File: src/rtl/dog_action_sched.sv
// Frame-synchronous scheduler for the dog sprite layers: run/eat/lh buttons to
// sprite position and animation frame selects. Optional vertical bounce: DYN_BOUNCE_EN.
module dog_action_sched #(
  parameter int unsigned FRAME_DIV = 6,
  parameter int unsigned STEP_X    = 4,
  parameter int unsigned X_MIN     = 0,
  parameter int unsigned X_MAX     = 576,
  parameter int unsigned X_INIT    = 288,
  parameter int unsigned Y_GROUND  = 300,
  parameter int unsigned N_RUN     = 6,
  parameter int unsigned EAT_STEPS = 8,
  parameter bit          VS_POL    = 1'b0
) (
  input  logic       pixel_clk,
  input  logic       reset,
  input  logic       vSync,
  input  logic       run,
  input  logic       eat,
  input  logic       lh,
  output logic [2:0] ActionSel,
  output logic [9:0] DogPos_x,
  output logic [8:0] DogPos_y,
  output logic       ActionS,
  output logic       busy
);

  typedef enum logic [1:0] {IDLE, RUN, EAT} state_t;

  localparam logic [5:0]  FD_LAST   = 6'(FRAME_DIV - 1);
  localparam logic [2:0]  SEL_LAST  = 3'(N_RUN - 1);
  localparam logic [7:0]  EAT_LAST  = 8'(EAT_STEPS - 1);
  localparam logic [10:0] XMIN11    = 11'(X_MIN);
  localparam logic [10:0] XMAX11    = 11'(X_MAX);
  localparam logic [10:0] STEPX11   = 11'(STEP_X);

  state_t     state, state_nx;
  logic [1:0] run_ff, eat_ff, lh_ff;
  logic       eat_d, vs_d, frame_tick;
  logic [5:0] frame_cnt;
  logic [7:0] step_cnt, step_cnt_nx;
  logic       eat_pend, eat_pend_nx;
  logic [2:0] sel_nx;
  logic [9:0] x_nx;
  logic       as_nx, busy_nx;

  logic       run_sync, lh_sync, eat_req, step_tick;
  logic [10:0] x11, x_left, x_right, x_mv;
  logic       blocked;
  logic [2:0] sel_adv;

  assign run_sync  = run_ff[1];
  assign lh_sync   = lh_ff[1];
  assign eat_req   = eat_ff[1] & ~eat_d;
  assign step_tick = frame_tick && (frame_cnt == FD_LAST);

  always_ff @(posedge pixel_clk or negedge reset) begin
    if (!reset) begin
      run_ff     <= '0;
      eat_ff     <= '0;
      lh_ff      <= '0;
      eat_d      <= 1'b0;
      vs_d       <= 1'b0;
      frame_tick <= 1'b0;
      frame_cnt  <= '0;
    end else begin
      run_ff     <= {run_ff[0], run};
      eat_ff     <= {eat_ff[0], eat};
      lh_ff      <= {lh_ff[0], lh};
      eat_d      <= eat_ff[1];
      vs_d       <= vSync;
      frame_tick <= (vSync == VS_POL) && (vs_d != VS_POL);
      if (frame_tick)
        frame_cnt <= (frame_cnt == FD_LAST) ? '0 : frame_cnt + 6'd1;
    end
  end

  // Candidate position for a run step, computed in 11 bits so neither edge wraps
  always_comb begin
    x11     = {1'b0, DogPos_x};
    x_right = x11 + STEPX11;
    if (x_right > XMAX11) x_right = XMAX11;
    x_left  = (x11 >= XMIN11 + STEPX11) ? x11 - STEPX11 : XMIN11;
    x_mv    = lh_sync ? x_left : x_right;
    blocked = lh_sync ? (x11 <= XMIN11) : (x11 >= XMAX11);
    sel_adv = (ActionSel == SEL_LAST) ? '0 : ActionSel + 3'd1;
  end

  always_comb begin
    state_nx    = state;
    sel_nx      = ActionSel;
    x_nx        = DogPos_x;
    as_nx       = ActionS;
    busy_nx     = busy;
    step_cnt_nx = step_cnt;
    eat_pend_nx = eat_pend;
    case (state)
      EAT: begin
        if (step_tick) begin
          if (step_cnt == EAT_LAST) begin
            state_nx = run_sync ? RUN : IDLE;
            as_nx    = 1'b0;
            busy_nx  = 1'b0;
          end else begin
            step_cnt_nx = step_cnt + 8'd1;
            as_nx       = ~ActionS;
          end
        end
      end
      default: begin
        if (eat_req) eat_pend_nx = 1'b1;
        // IDLE and RUN share one step rule: a step with run held is a run step
        if (step_tick) begin
          if (eat_pend || eat_req) begin
            state_nx    = EAT;
            eat_pend_nx = 1'b0;
            step_cnt_nx = '0;
            busy_nx     = 1'b1;
            sel_nx      = '0;
            as_nx       = 1'b0;
          end else if (run_sync) begin
            state_nx = RUN;
            if (blocked) begin
              sel_nx = '0;
            end else begin
              sel_nx = sel_adv;
              x_nx   = x_mv[9:0];
            end
          end else begin
            state_nx = IDLE;
            sel_nx   = '0;
          end
        end
      end
    endcase
  end

  always_ff @(posedge pixel_clk or negedge reset) begin
    if (!reset) begin
      state     <= IDLE;
      ActionSel <= '0;
      DogPos_x  <= 10'(X_INIT);
      ActionS   <= 1'b0;
      busy      <= 1'b0;
      step_cnt  <= '0;
      eat_pend  <= 1'b0;
    end else begin
      state     <= state_nx;
      ActionSel <= sel_nx;
      DogPos_x  <= x_nx;
      ActionS   <= as_nx;
      busy      <= busy_nx;
      step_cnt  <= step_cnt_nx;
      eat_pend  <= eat_pend_nx;
    end
  end

`ifdef DYN_BOUNCE_EN
  // ActionSel is zero whenever not running or blocked, so its LSB alone selects the hop
  assign DogPos_y = ActionSel[0] ? 9'(Y_GROUND - 2) : 9'(Y_GROUND);
`else
  assign DogPos_y = 9'(Y_GROUND);
`endif

endmodule
File: config.mk
export PLATFORM = sky130hd
export DESIGN_NAME = dog_action_sched
export DESIGN_NICKNAME = d
export VERILOG_FILES = /design/src/rtl/dog_action_sched.sv
export SDC_FILE = /design/constraint.sdc
export NUM_CORES = 1
export LEC_CHECK = 0
export CORE_UTILIZATION = 55
export DETAILED_ROUTE_END_ITERATION = 16
export MAX_ROUTING_LAYER = met4
export PLACE_DENSITY = 0.79
export SETUP_SLACK_MARGIN = 0.02
export SYNTH_ARGS = -nofsm -noshare
export SYNTH_HDL_FRONTEND = slang
export SYNTH_SLANG_ARGS = --single-unit
File: constraint.sdc
create_clock -name pixel_clk -period 2.5 [get_ports pixel_clk]
set_input_delay 0.25 -clock pixel_clk [delete_from_list [all_inputs] [get_ports pixel_clk]]
set_output_delay 0.25 -clock pixel_clk [all_outputs]
set_load 0.05 [all_outputs]
**Yosys cells after proc, flatten, opt, wreduce, memory -nomap -nowiden**

Cells that the tools add are included.

- Bits in registers: 41
- Output and inout bits: 24
- Word-level logic and storage cells: 79

- Add/subtract/negate cells: 5
- $lt $le $gt $ge: 4
- Equality and inequality tests: 6
- Mux-type cells: 33
- Bitwise gates (word level): 7
- Reductions and logical operators: 10

Operators by type and width:

| kind | count |
|---|---|
| $mux 8 | 5 |
| $mux 10 | 3 |
| $mux 1 | 15 |
| $mux 3 | 4 |
| $add 10x3->11 const B | 1 |
| $gt 11x10->1 const B | 1 |
| $ge 10x10->1 const B | 1 |
| $ge 10x3->1 const B | 1 |
| $le 10x1->1 const B | 1 |
| $mux 2 | 5 |
| $sub 10x3->10 const B | 1 |
| $add 8x1->8 const B | 1 |
| $eq 8x3->1 const B | 1 |
| $add 6x1->6 const B | 1 |
| $eq 6x3->1 const B | 1 |
| $mux 6 | 1 |
| $not 1->1 | 6 |
| $reduce_and 2->1 | 3 |
| $reduce_and 3->1 | 2 |
| $reduce_and 5->1 | 1 |
| $ne 2x2->1 const B | 2 |
| $add 3x1->3 const B | 1 |
| $eq 3x3->1 const B | 1 |
| $eq 2x2->1 const B | 1 |
| 4 further kinds | 5 |

**Depth between registers and ports, before layout**

- Word-level depth: 6
- Depth in mapped cells: 10

**Worst setup path before layout**

Ideal clock, no wire load.

- Kind: register to register
- Start: register DogPos_x[2]
- End: register DogPos_x[5]
- Arrival time: 2.147 ns
- Slack: 0.274 ns
- Stages on the path, launching flop included: 9
- Path buffers: 1
- Cell sequence: dfrtp_1 > ha_1 > buf_2 > nand2b_1 > nor4_1 > a211oi_1 > o21ai_1 > a211o_1 > a22o_1

- Cells in the longest elaborated chain, start to end: 4
- Elaborated cells between the ends (all ways): 12
- Classes of those cells: 2 x add/sub; 4 x order compare; 4 x mux; 1 x bitwise; 1 x reduce/logical

Ends and longest elaborated chain:

| item | RTL line | RTL |
|---|---|---|
| start: declaration | 21 | `output logic [9:0] DogPos_x,` |
| start signal: assignment | 141 | `DogPos_x <= 10'(X_INIT);` |
| start signal: assignment | 149 | `DogPos_x <= x_nx;` |
| $add 10x3->11 (tied with other cells) | 80 | `x_right = x11 + STEPX11;` |
| $gt 11x10->1 / $mux 1 (equally long branches) | 81, 84 |  |
| $mux 10 / $not 1->1 (equally long branches) | - |  |
| $mux 10 / $reduce_and 5->1 (equally long branches) | - |  |

Parallel ways exist; a longest one is shown, timed or not.
A chain may end at the register's enable or synchronous reset.

**Worst setup path in the final report**

- Start: register DogPos_x[3]
- End: register DogPos_x[8]

The elaborated chain is that of the path after synthesis.

==> metrics.yaml <==
hpwlAfterDp_mm: 3.268
grt_overflow_total: 0
finalWirelength_mm: 4.704
synthXorXnorAreaFrac: 0.03037
critPathLaunchType: "register"
antenna_cells: 0
hold_class: "in -> async"
final_area_mm2: 0.002616
post_drt_wl_per_cell_um: 14.98
antenna_left: 0
setup_viol: 0
htree_levels: 2
cts-root-buf: "clkbuf_8"
n_fill_cell: 336
synth.avg_cell_area_um2: 9.534
path_class: "reg -> reg"
routed_via_density: 5.764
ctsHoldBuffers: 0
synth-seq-area-share: 0.4241
synth_edf_count: 0
synth_simple_gate_area_frac: 0.2267
rsz0062_at_grt: "false"
fmax_ghz: 0.4524
coreArea_mm2: 0.004000
pre_cts_slack_ns: 0.2289
critical_path_arrival_ns: 2.43
end_kind: "register"
highest_layer: "met4"
finalSetupTns_ns: 0
combPwrFrac: 0.283
powerDensity_mw_per_mm2: 738.5
tightest_slew_ns: 0.8529
initial_utilization: 0.5768
p_seq_frac: 0.436
grt_max_degree: 40
die_w_um: 66.77
clk_transition_reported_paths_ns: 0.08
cts_sinks: 39
final_layout_size_suffix_gt1_frac: 0.1250
p_leak_nw: 1.134
first_global_vias: 1716
place.gp.congestion: 0.8528
skew_ns: 0.005282
switching_share: 0.3464
cts_buffers: 5
area_delta_synth_final_pct: 13.39
first_pass_iters: 4
maxSlewHeadroom: 0.4314
ys.flop_type: "dfrtp_1"
clkPwrFrac: 0.281
place_area_mm2: 0.002490
row_count: 23
chipHeight_um: 66.77
finalHoldViolations: 0
drv_slew: 0
dr_wl_met2_mm: 2.338
drc: 0
synth_compound_area_frac: 0.1687
worst_ep_required_time_ns: 2.72
dieArea_mm2: 0.004458
antenna_found_initial: 0
async_reset_ff_frac: 1.000
synthMuxAreaShare: 0.01790
status: "complete, no violations"
setup_ws_ns: 0.2894
synthesis.area_mm2: 0.002307
synth-seq-cells: 39
dp_cells: 306
p_int_mw: 1.263
cts_max_path_buffers: 2
final_nets: 277
switchingPower_mw: 0.6693
synth_top_family_by_area: "simple AND/OR/NAND/NOR gates"
worstPathMaxFanout: 16
met1_length_mm: 2.050
grt_use_total: 0.2494
synth_fa_ha_area_frac: 0.04338
drtIter0Drc: 159
cap_violations: 0
cts_tree: "built"
design_power_total_mw: 1.932
fin_crit_ns: 2.211
io_pins: 30
grt_pass1_wl_mm: 7.914
synth_warnings: 0
final.period_utilization: 0.8842
dr_wl_met3_um: 257
finalNonFillerCells: 314
peakVddDrop_uv: 614.8
io_buffers: 18
syn_inst: 242
synth.distinct_cells: 60
vias: 1810
clock_latency_ns: 0.29
==> critical path, cell delays in order, from the launching register on <==
cell	delay, ns
dfrtp_1	0.49
inv_1	0.16
ha_1	0.23
nand4bb_1	0.17
or3b_1	0.44
nand4_4	0.19
buf_4	0.20
nor3_1	0.05
a21oi_1	0.12
o21ai_1	0.08
==> cells in the final DEF (no fill, tap or decap), drive strengths merged, types with 2 or more instances in the layout <==
cell type and instances:
a211oi 4, a21oi 11, a22o 3, a31oi 2, a32oi 2, and2 3
and3 4, buf 10, clkbuf 6, clkdlybuf4s50 17, conb 11, dfrtp 37
dfstp 2, ha 8, inv 11, mux2i 3, nand2 20, nand2b 6
nand3 11, nand4 3, nand4b 2, nor2 14, nor2b 6, nor3 9
nor3b 2, nor4 2, nor4b 2, o21ai 22, o22a 2, o22ai 3
o311ai 2, xnor2 2, xor2 6
==> final cells by class <==
cell class              count  area (um^2)  area share
repair buffers             27        242.7     0.09278
clock buffers               6        82.58     0.03156
inverters                  11        41.29     0.01578
multi-input cells         179         1174      0.4486
clock inverters             2        35.03     0.01339
flip-flops and latches     39        978.4      0.3740
well taps                  50        62.56     0.02391
==> routing by layer <==
metal,global-route usage,vias up
met4,0.09043,0
li1,-,876
met5,-,-
met2,0.4141,57
met3,0.05651,6
met1,0.2958,871
==> logic make-up (layout without fill, tap and decap cells) <==
group / after synthesis / in the layout
AOI/OAI and AO/OA: 59 / 59
other: 2 / 11
buffers and inverters: 33 / 46
DFF: 39 / 39
and+or+nand+nor: 89 / 89
adders and majority gates: 8 / 8
muxes: 4 / 4
xor gates and xnor gates: 8 / 8
==> power groups by stage <==
| stage | Sequential, mW | Clock, mW | Combinational [mW] |
|---|---|---|---|
| 2_1_floorplan | 0.894 | 0 | 0.346 |
| 3_3_place_gp | 0.841 | 0 | 0.531 |
| 3_5_place_dp | 0.848 | 0 | 0.539 |
| 4_1_cts | 0.839 | 0.553 | 0.545 |
| 5_1_grt | 0.857 | 0.576 | 0.601 |
| 6_report | 0.843 | 0.543 | 0.547 |
==> path summary, 6_finish.rpt <==
kind / from / to / slack, ns / depth (start not counted)
min in group pixel_clk: run_ff[0]$_DFF_PN0_ / run_ff[1]$_DFF_PN0_ / 0.36 / 0
worst max register to register: DogPos_x[3]$_DFFE_PN0P_ / DogPos_x[8]$_DFFE_PN1P_ / 0.29 / 9
max in group asynchronous: reset / state[0]$_DFFE_PN0P_ / 1.90 / 1
worst max-delay path: DogPos_x[3]$_DFFE_PN0P_ / DogPos_x[8]$_DFFE_PN1P_ / 0.29 / 9
worst min register to register: run_ff[0]$_DFF_PN0_ / run_ff[1]$_DFF_PN0_ / 0.36 / 0
worst min-delay path: reset / frame_cnt[4]$_DFFE_PN0P_ / 0.06 / 1
==> cell usage after synthesis (2+ instances only) <==
cell / number / area (um^2)
dfstp_2: 2 / 52.55
inv_1: 11 / 41.29
nor2b_1: 6 / 37.54
buf_4: 14 / 105.1
a31oi_1: 2 / 12.51
o22a_1: 2 / 17.52
a211oi_1: 3 / 22.52
xnor2_1: 2 / 17.52
buf_6: 2 / 22.52
o21ai_1: 9 / 45.04
nand2_1: 20 / 75.07
ha_1: 8 / 100.1
o22ai_1: 3 / 18.77
o21ai_0: 12 / 60.06
nand4b_1: 2 / 17.52
conb_1: 2 / 7.510
nand4_1: 2 / 12.51
mux2i_1: 3 / 30.03
buf_2: 5 / 25.02
nor3b_1: 2 / 15.01
a21oi_1: 10 / 50.05
a22o_1: 3 / 26.28
nand2b_1: 6 / 37.54
dfrtp_1: 37 / 925.9
nor3_1: 7 / 35.03
nor3_2: 2 / 20.02
xor2_1: 6 / 52.55
a32oi_1: 2 / 17.52
nor2_1: 14 / 52.55
and3_1: 4 / 25.02
nand3_1: 10 / 50.05
==> state kept, by name (all words and copies together) (netlist names), 2 cells and up <==
register   count
frame_cnt      6
lh_ff          2
step_cnt       8
eat_ff         2
ActionSel      3
DogPos_x       8
run_ff         2
state          2
==> stage by stage <==
stage                     utilization  hold WS (ns)
after detailed placement       0.6225        0.3541
final                          0.6541       0.06171
after global routing           0.6541        0.1353
after CTS                      0.6519       0.09771
after floorplan                     -      -0.04559
after global placement         0.6225        0.3327
==> timing repair <==
item,CTS,global route
buffers inserted,0,0
gates resized for setup,0,1
endpoints found under the setup margin,0,1
Power figures use the tool's default switching activity.
